$ cat src/rtl/instr_fetch_unit.sv
// Instruction fetch initiator: issues word reads at the PC and buffers responses for decode.
// Optional feature macro: IFU_HALT_ON_ZERO_EN (stop fetching on a zero instruction word).
module instr_fetch_unit #(
    parameter int unsigned         ADDR_W   = 5,
    parameter int unsigned         DEPTH    = 2,
    parameter logic [ADDR_W-1:0]   RESET_PC = '0
) (
    input  logic              clk,
    input  logic              reset,
    output logic              mem_read,
    output logic              mem_write,
    output logic [ADDR_W-1:0] mem_addr,
    input  logic [31:0]       mem_rdata,
    input  logic              redirect_valid,
    input  logic [ADDR_W-1:0] redirect_pc,
    output logic              instr_valid,
    input  logic              instr_ready,
    output logic [31:0]       instr_data,
    output logic [ADDR_W-1:0] instr_pc,
    output logic              halted
);

    localparam int unsigned PTR_W = $clog2(DEPTH);
    localparam int unsigned OCC_W = $clog2(DEPTH + 1);

    logic [ADDR_W-1:0] pc;
    logic [ADDR_W-1:0] req_pc;
    logic              inflight;
    logic              halted_q;
    logic [31:0]       data_q [DEPTH];
    logic [ADDR_W-1:0] tag_q  [DEPTH];
    logic [PTR_W-1:0]  rd_ptr;
    logic [PTR_W-1:0]  wr_ptr;
    logic [OCC_W-1:0]  occ;
    logic [OCC_W:0]    demand;
    logic              has_head;
    logic              pop;
    logic              push;
    logic              issue;
    logic              zero_word;

    // Handshake and head presentation; a head shown during redirect is never consumed.
    assign has_head    = (occ != '0);
    assign instr_valid = has_head & ~redirect_valid;
    assign instr_data  = has_head ? data_q[rd_ptr] : 32'h0;
    assign instr_pc    = has_head ? tag_q[rd_ptr] : '0;
    assign pop         = instr_valid & instr_ready;

    // Entries committed after this cycle, counting the response still on its way.
    assign demand = {1'b0, occ} + (OCC_W + 1)'(inflight) - (OCC_W + 1)'(pop);
    assign issue  = ~reset & ~redirect_valid & ~halted_q & (demand < (OCC_W + 1)'(DEPTH));

    assign mem_read  = issue;
    assign mem_write = 1'b0;
    assign mem_addr  = pc;
    assign halted    = halted_q;

`ifdef IFU_HALT_ON_ZERO_EN
    assign zero_word = (mem_rdata == 32'h0);

    // Halt latches on a captured zero word; only redirect or reset releases it.
    always_ff @(posedge clk) begin
        if (reset || redirect_valid) begin
            halted_q <= 1'b0;
        end else if (inflight && !halted_q && zero_word) begin
            halted_q <= 1'b1;
        end
    end
`else
    assign zero_word = 1'b0;
    assign halted_q  = 1'b0;
`endif

    assign push = inflight & ~halted_q & ~zero_word & ~redirect_valid & ~reset;

    // PC, request tracking and FIFO bookkeeping.
    always_ff @(posedge clk) begin
        if (reset) begin
            pc       <= RESET_PC;
            req_pc   <= '0;
            inflight <= 1'b0;
            rd_ptr   <= '0;
            wr_ptr   <= '0;
            occ      <= '0;
        end else if (redirect_valid) begin
            pc       <= {redirect_pc[ADDR_W-1:2], 2'b00};
            inflight <= 1'b0;
            rd_ptr   <= '0;
            wr_ptr   <= '0;
            occ      <= '0;
        end else begin
            if (issue) begin
                pc     <= pc + ADDR_W'(4);
                req_pc <= pc;
            end
            inflight <= issue;
            if (push) begin
                wr_ptr <= wr_ptr + PTR_W'(1);
            end
            if (pop) begin
                rd_ptr <= rd_ptr + PTR_W'(1);
            end
            if (push && !pop) begin
                occ <= occ + OCC_W'(1);
            end else if (!push && pop) begin
                occ <= occ - OCC_W'(1);
            end
        end
    end

    // FIFO storage needs no reset: empty entries are masked at the head.
    always_ff @(posedge clk) begin
        if (push) begin
            data_q[wr_ptr] <= mem_rdata;
            tag_q[wr_ptr]  <= req_pc;
        end
    end

    a_no_overflow: assert property (@(posedge clk) disable iff (reset)
        !(push && !pop && (occ == OCC_W'(DEPTH))));

endmodule

$ cat config.mk
export PLATFORM = sky130hd
export DESIGN_NAME = instr_fetch_unit
export DESIGN_NICKNAME = d
export VERILOG_FILES = /design/src/rtl/instr_fetch_unit.sv
export SDC_FILE = /design/constraint.sdc
export NUM_CORES = 1
export LEC_CHECK = 0
export CAP_MARGIN = 20
export CELL_PAD_IN_SITES_DETAIL_PLACEMENT = 1
export CELL_PAD_IN_SITES_GLOBAL_PLACEMENT = 2
export CORE_MARGIN = 3
export CORE_UTILIZATION = 35
export CTS_CLUSTER_SIZE = 20
export DETAILED_ROUTE_END_ITERATION = 7
export PLACE_DENSITY_LB_ADDON = 0.1
export SLEW_MARGIN = 0
export SYNTH_ARGS = -nofsm -noshare
export SYNTH_HDL_FRONTEND = slang
export SYNTH_SLANG_ARGS = --single-unit
$ cat constraint.sdc
create_clock -name clk -period 5.1 [get_ports clk]
set_clock_uncertainty 0.1 [all_clocks]
set_input_delay 0.51 -clock clk [delete_from_list [all_inputs] [get_ports clk]]
set_output_delay 0.51 -clock clk [all_outputs]
set_load 0.005 [all_outputs]
## Word-level counts from Yosys, hierarchy flattened

Memories as Yosys holds them, arrays and structs flattened. A register that Yosys moved wholly into a read port is not among the register bits.
Cells that the tools add are included.

- RAM bits: 74
- Memories kept: 2
- Input bits: 41
- Register bits: 15
- Word-level logic and storage cells: 46
- Output and inout bits: 46

- Multiplexer cells: 12
- Magnitude comparators: 1
- Reductions and logical operators: 9
- Add/subtract/negate cells: 7
- Bitwise operators: 8

Memories:

| memory | depth | bits a word | read ports | clocked after memory_dff | write ports | line | RTL |
|---|---|---|---|---|---|---|---|
| data_q | 2 | 32 | 1 | 1 | 1 | 30 | `logic [31:0] data_q [DEPTH];` |
| tag_q | 2 | 5 | 1 | 1 | 1 | 31 | `logic [ADDR_W-1:0] tag_q [DEPTH];` |

Operator list:

| kind | count |
|---|---|
| $mux W32 | 1 |
| $mux W5 | 3 |
| $and A1 B1 Y1 | 6 |
| $mux W1 | 6 |
| $reduce_bool A2 Y1 | 3 |
| $add A5 B3 Y5 const B | 1 |
| $mux W2 | 2 |
| $add A2 B1 Y3 | 1 |
| $lt A3 B2 Y1 const B | 1 |
| $sub A3 B1 Y3 | 1 |
| $add A1 B1 Y1 const B | 2 |
| $add A2 B1 Y2 const B | 1 |
| $logic_and A1 B1 Y1 | 2 |
| $logic_not A1 Y1 | 2 |
| $not A1 Y1 | 2 |
| $reduce_and A2 Y1 | 1 |
| $reduce_or A2 Y1 | 1 |
| $sub A2 B1 Y2 const B | 1 |

## Depth between registers and ports, before layout

Gate-level depths: netlist of the first run.

- Word-level depth: 8
- Mapped depth: 11
- Gate-level depth less buffers: 9

## Worst setup path before layout of the first run

Ideal clock, no wire load.

- Path kind: input to register
- From: in redirect_valid
- To: mem data_q[0][0] (enable)
- Path slack: 1.976 ns
- Data required time: 4.569 ns
- Path buffers: 1
- Library setup time: 0.431 ns
- Stages on the path: 4
- Arrival: 2.593 ns
- Cell sequence: buf_2 nor2_1 and2_1 nor2b_1

- Longest elaborated chain between the ends: 5

Ends and longest elaborated chain:

| item | line | RTL |
|---|---|---|
| start: declaration | 14 | `input logic redirect_valid,` |
| $not A1 Y1 (no line) | - |  |
| $and A1 B1 Y1 (2 in a row) | 74 | `assign push = inflight & ~halted_q & ~zero_word & ~redirect_valid & ~reset;` |
| net push | 38 | `logic push;` |
| $mux W1 | 113 | `if (push) begin` |
| $mux W1 (implied by the code) | 114 | `data_q[wr_ptr] <= mem_rdata;` |
| end: declaration | 30 |  |

The timed path passes the listed nets, and every way through them passes these cells.

## Worst setup path after layout of the first run

- From: reg occ[1]
- To: out mem_read

- Longest elaborated chain between the ends: 6
- Elaborated cells between the ends (all ways): 7
- Classes of those cells: 2 x add/sub; 1 x order compare; 3 x bitwise; 1 x reduce/logical

Ends and longest elaborated chain:

| item | line | RTL |
|---|---|---|
| start: declaration | 34 | `logic [OCC_W-1:0] occ;` |
| start signal: assignment | 104 | `occ <= occ + OCC_W'(1);` |
| start signal: assignment | 106 | `occ <= occ - OCC_W'(1);` |
| $reduce_bool A2 Y1 | 43 | `assign has_head = (occ != '0);` |
| $and A1 B1 Y1 | 44 | `assign instr_valid = has_head & ~redirect_valid;` |
| $and A1 B1 Y1 | 47 | `assign pop = instr_valid & instr_ready;` |
| net pop | 37 | `logic pop;` |
| $sub A3 B1 Y3 | 50 | `assign demand = {1'b0, occ} + (OCC_W + 1)'(inflight) - (OCC_W + 1)'(pop);` |
| $lt A3 B2 Y1 | 51 | `assign issue = ~reset & ~redirect_valid & ~halted_q & (demand < (OCC_W + 1)'(DEPTH));` |
| $and A1 B1 Y1 | 51 |  |
| end: declaration | 10 | `output logic mem_read,` |

The timed path passes the listed nets, and every way through them passes these cells.

==> results.py, run 1 <==
metrics = {
    "cts": {
        "root_buffer": "clkbuf_8",
        "post_cts_buffers": 0,
        "postCtsHoldBufs": 0,
        "ctsResizeCount": 0,
        "cts_buffers": 9,
        "clk_latency_ps": 340,
        "cts_tree": "yes",
        "ctsLongestPathBuffers": 2,
        "cts.sinks": 82,
        "htreeDepth": 3,
        "clk_pin_slew_ps": 70,
    },
    "run_status": {
        "outcome": "complete, no violations",
    },
    "synthesis": {
        "ys_async_sr_fraction": 0,
        "yosysSeqAreaShare": 0.707,
        "yosys_warnings": 0,
        "ys.flop_type": "edfxtp_1",
        "syn_area_mm2": 0.00331,
        "syn_avg_cell_area_um2": 15.0,
        "ys_seq_elements": 82,
        "ys_types": 29,
        "synthCells": 221,
        "synth_edf_count": 70,
    },
    "setup_path": {
        "crit_type": "register to primary output",
        "cp_max_fo": 36,
        "path_cells": "nor2_4 > nor2_1 > and2_1 > ha_1 > nand2b_1 > fa_1 > xnor2_2 > and3_1 > clkdlybuf4s50_1",
        "slowest_stage": "nor2_4",
        "slowest_delay_ps": 720,
        "critPathArrivalTime_ps": 3770,
        "cp-start-kind": "register",
        "cp-end-kind": "primary output",
        "crit_required_ps": 4490,
    },
    "floorplan": {
        "design.core.area_mm2": 0.00898,
        "core.rowCount": 34,
        "die_area_mm2": 0.0107,
        "chipHeight_um": 103,
        "start_util": 0.369,
        "ios": 87,
        "die_x_um": 103,
    },
    "hold_path": {
        "worstHoldPathType": "register to register",
    },
    "detailed_routing": {
        "wl_met2_mm": 3.18,
        "top_layer": "met4",
        "ant_nets": 0,
        "first_pass_iters": 4,
        "wirelength_mm": 6.38,
        "remaining_drc_errors": 0,
        "wl_met1_mm": 2.72,
        "drt_iter0_markers": 29,
        "met3_length_um": 398,
        "wl_per_cell_um": 14.8,
        "vias_per_cell": 4.49,
        "vias": 1935,
    },
    "sta": {
        "rsz0062_at_grt": "no",
        "worst_pin_slew_ps": 877,
        "slew_viol_final": 0,
        "slew_headroom": 0.415,
        "fmax_mhz": 228,
        "period_needed_ps": 4380,
        "fin_tns_setup_ps": 0,
        "hold_viol": 0,
        "setup_viol_count_final": 0,
        "post-route-period-util": 0.859,
    },
    "pwr": {
        "power.leakage_nw": 1.43,
        "p_per_area_mw_per_mm2": 300,
        "ir_drop_v": 0.000144,
    },
    "cells_and_area": {
        "stdcell_count": 431,
        "area_delta_synth_final_pct": 33.0,
        "drive_gt1_frac": 0.0721,
        "antenna_cells": 0,
        "final_nets": 345,
    },
    "place": {
        "dp_cells": 414,
        "place_congestion": 0.699,
        "port_buffers": 78,
        "dp_hpwl_mm": 4.11,
    },
    "grt": {
        "grt_pass1_wl_mm": 10.0,
        "grt_pass1_vias": 2033,
        "grt_max_degree": 37,
        "grtUsageTotal": 0.127,
        "overflow": 0,
        "antenna_found_initial": 0,
    },
    "job": {
        "drv_cap": 0,
    },
}
## registers in the layout, indices dropped and copies added (netlist names), named ones only
register and flops:
mem_addr 3, wr_ptr 1, data_q 64, tag_q 6
rd_ptr 1, req_pc 3, occ 2, inflight 1
## kinds of logic (layout without fill, tap and decap cells)
group	count (synthesis)	after routing	share of synthesized area
compound gates	9	9	0.0189
simple gates	60	60	0.0804
mux	38	38	0.119
flops	82	82	0.707
other cells	1	6	0.00113
xor+xnor	6	6	0.0181
fa+ha+maj	4	4	0.0174
buf+inv	21	100	0.0381
## power breakdown
part           switching (mW)  internal [mW]  leakage (nW)  total, mW
Sequential            0.00747          0.739         0.736      0.746
Clock                   0.215          0.274         0.102      0.490
Combinational          0.0340         0.0548         0.596     0.0888
## cell usage in the layout, fill, tap and decap left out, types with 2 or more instances in the layout
cell type	count
clkdlybuf4s50_1	78
edfxtp_1	70
nor2_1	39
mux2i_1	35
dfxtp_1	11
clkbuf_8	9
conb_1	6
inv_1	4
xor2_1	4
nor3_1	4
o21ai_0	4
nor2b_1	3
mux2_4	3
a311oi_1	3
ha_1	3
clkbuf_1	3
and2_1	2
nand2_1	2
and3_1	2
or3_1	2
bufinv_16	2
## final timing paths
| path | cells past startpoint | slack (ps) | start | endpoint |
|---|---|---|---|---|
| setup / recovery | 9 | 720 | occ[1] | mem_read |
| hold / removal | 0 | 350 | req_pc[2] | tag_q[1][2] |
| setup reg to reg | 9 | 1680 | occ[1] | req_pc[4] |
| hold reg to reg | 0 | 350 | req_pc[2] | tag_q[1][2] |
## cell usage after synthesis (all sizes together), types with 3 or more instances
master  count  area [um^2]
o21ai       4         20.0
nor3        4         20.0
and3        3         18.8
nor2       40          150
buf        16          108
dfxtp      12          240
ha          3         37.5
mux2i      35          350
nor2b       4         25.0
inv         4         15.0
edfxtp     70         2100
xor2        4         35.0
mux2        3         45.0
a311oi      3         26.3
## routing by layer
layer | global-route usage | vias up
li1 | - | 948
met1 | 0.160 | 922
met2 | 0.203 | 54
met3 | 0.0396 | 11
met4 | 0.0538 | 0
met5 | 0 | -
## worst max-delay path: cells and delay by family (launching register included)
kind / cells / cell delay (ps)
simple gates: 5 / 1560
xor+xnor: 1 / 210
fa+ha+maj: 2 / 690
flops: 1 / 420
buf+inv: 1 / 540
## stage by stage
stage          hold WS, ps  area [um^2]  setup WS [ps]  utilization  power (mW)
4_1_cts                365         4390            575        0.489        1.34
2_1_floorplan          318         3330           1980            -       0.798
3_5_place_dp           343         4190            963        0.466       0.851
6_report               355         4410            719        0.491        1.32
5_1_grt                396         4410            363        0.491        1.38
3_3_place_gp           331         4190            966        0.466       0.849
## layout make-up
cell class	count	area [um^2]
Fill cell	878	4570
Sequential cell	82	2340
Multi-Input combinational cell	123	881
Timing Repair Buffer	80	808
Tap cell	126	158
Clock buffer	12	135
Clock inverter	4	68.8
Inverter	4	15.0
Note: power is estimated with default switching activity, not from simulation.
==> run 2, diff against run 1 <==
Settings changed: CELL_PAD_IN_SITES_DETAIL_PLACEMENT 1 to not set, CELL_PAD_IN_SITES_GLOBAL_PLACEMENT 2 to not set, CORE_UTILIZATION 35 to 52, PLACE_DENSITY set to 0.85, PLACE_DENSITY_LB_ADDON 0.1 to not set.
==> results.py, run 2 (synthesis results as in run 1) <==
metrics = {
    "run_status": {
        "outcome": "complete, no violations",
    },
    "floorplan": {
        "core.rowCount": 28,
        "die_area_mm2": 0.00737,
        "chipHeight_um": 85.8,
        "die_x_um": 85.8,
        "start_util": 0.547,
        "design.core.area_mm2": 0.00606,
        "ios": 87,
    },
    "detailed_routing": {
        "wirelength_mm": 5.74,
        "drt_iter0_markers": 64,
        "vias_per_cell": 5.12,
        "wl_per_cell_um": 15.2,
        "vias": 1935,
        "ant_nets": 0,
        "first_pass_iters": 5,
        "remaining_drc_errors": 0,
    },
    "setup_path": {
        "crit_type": "register to primary output",
        "startpoint": "occ[1]",
        "cp-start-kind": "register",
        "crit_required_ps": 4490,
        "timing.rr.start": "occ[1]",
        "worstSetupEndpoint": "mem_read",
        "cp-end-kind": "primary output",
        "rrSetupSlack_ps": 1670,
        "r2r_cells": 9,
        "cp_max_fo": 36,
        "critPathArrivalTime_ps": 3780,
        "rr_endpoint": "req_pc[4]",
    },
    "pwr": {
        "power.leakage_nw": 1.42,
        "ir_drop_v": 0.000228,
        "p_clk_frac": 0.349,
        "p_seq_frac": 0.584,
        "comb_power_share": 0.068,
        "power_mw": 1.28,
        "switching_share": 0.197,
        "p_per_area_mw_per_mm2": 297,
        "power_switching_mw": 0.252,
        "p_int_mw": 1.03,
    },
    "cts": {
        "root_buffer": "clkbuf_8",
        "cts_buffers": 9,
        "ctsResizeCount": 0,
        "cts_tree": "yes",
        "postCtsHoldBufs": 0,
        "clk_latency_ps": 330,
        "htreeDepth": 3,
        "post_cts_buffers": 0,
        "clk_pin_slew_ps": 80,
        "ctsLongestPathBuffers": 2,
        "cts.sinks": 82,
    },
    "grt": {
        "grtUsageMet3": 0.0365,
        "grt_pass1_vias": 1950,
        "top_usage_layer": "met2",
        "overflow": 0,
        "grtUsageTotal": 0.163,
        "met2_usage": 0.277,
        "grt_pass1_wl_mm": 8.96,
        "antenna_found_initial": 0,
        "grt_max_degree": 37,
        "met1_usage": 0.193,
    },
    "cells_and_area": {
        "final_util": 0.711,
        "largest_register_ffs": 64,
        "final_nets": 343,
        "largest-register": "data_q",
        "n_fill_cell": 413,
        "layout_commonest_cell": "clkdlybuf4s50_1",
        "drive_gt1_frac": 0.0693,
        "area_delta_synth_final_pct": 30.0,
        "antenna_cells": 0,
        "final_cell_mix": "clkdlybuf4s50_1 (78), edfxtp_1 (70), nor2_1 (39)",
        "top_regs": "data_q x64, tag_q x6",
    },
    "sta": {
        "period_needed_ps": 4390,
        "slew_headroom": 0.288,
        "rsz0062_at_grt": "no",
        "worst_pin_slew_ps": 1070,
        "fmax_mhz": 228,
        "fin_tns_setup_ps": 0,
        "setup_viol_count_final": 0,
        "slew_viol_final": 0,
        "post-route-period-util": 0.860,
        "hold_viol": 0,
    },
    "place": {
        "place_congestion": 0.754,
        "dp_hpwl_mm": 3.74,
        "port_buffers": 78,
    },
    "hold_path": {
        "min_from": "req_pc[4]",
        "worstHoldPathType": "register to register",
    },
    "job": {
        "drv_cap": 0,
    },
}
[run 2: cell count changes in the layout (fill, tap and decap cells not counted)]
cell,change
clkinv_2,+1
clkinv_1,-1
buf_12,-1
bufinv_16,-2
buf_4,-1
clkbuf_16,+2
[run 2: worst max-delay path: stages (launching register included)]
cell	delay (ps)
dfxtp_1	430
nor2_4	730
nor2_1	150
and2_1	210
ha_1	260
nand2b_1	160
fa_1	430
xnor2_2	210
and3_1	320
clkdlybuf4s50_1	540
[run 2: power by group through the flow]
stage	combinational, mW	clock, mW	sequential (mW)
after CTS	0.0877	0.459	0.747
after detailed placement	0.0872	0	0.762
after global placement	0.0844	0	0.762
after global routing	0.0945	0.492	0.748
after floorplan	0.0384	0	0.760
final	0.0868	0.446	0.747
[run 2: metal layers]
metal / part of all wire / vias up
li1: - / 943
met1: 0.43 / 922
met2: 0.51 / 63
met3: 0.047 / 7
met4: 0.016 / 0
met5: 0 / -
[run 2: worst min path at each step]
stage | end | slack (ps) | cells after the start
final | tag_q[1][4] | 360 | 0
after global routing | tag_q[1][4] | 380 | 0
after CTS | tag_q[1][4] | 360 | 0
after detailed placement | tag_q[1][4] | 340 | 0
after global placement | tag_q[1][2] | 330 | 0
after floorplan | tag_q[0][2] | 320 | 0
[run 2: layout make-up]
class	count	area, um^2	share of cell area
clock buffers	14	185	0.0430
clock inverters	2	10.0	0.00232
inverters	4	15.0	0.00348
multi-input cells	123	881	0.204
flip-flops and latches	82	2340	0.544
well taps	75	93.8	0.0218
repair buffers	78	781	0.181
[run 2: through the flow]
stage	instances	cell area, um^2	hold slack (ps)	worst slack, ps
final	378	4310	359	713
after global routing	378	4310	383	441
after CTS	378	4310	363	658
after detailed placement	362	4110	341	1040
after global placement	362	4110	332	1100
after floorplan	226	3330	318	1980
==> run 3, diff against run 2 <==
Settings changed: ABC_CLOCK_PERIOD_IN_PS set to 5100.
==> results of run 3 <==
No change in the layout: final DEF, timing and power equal those of run 2.
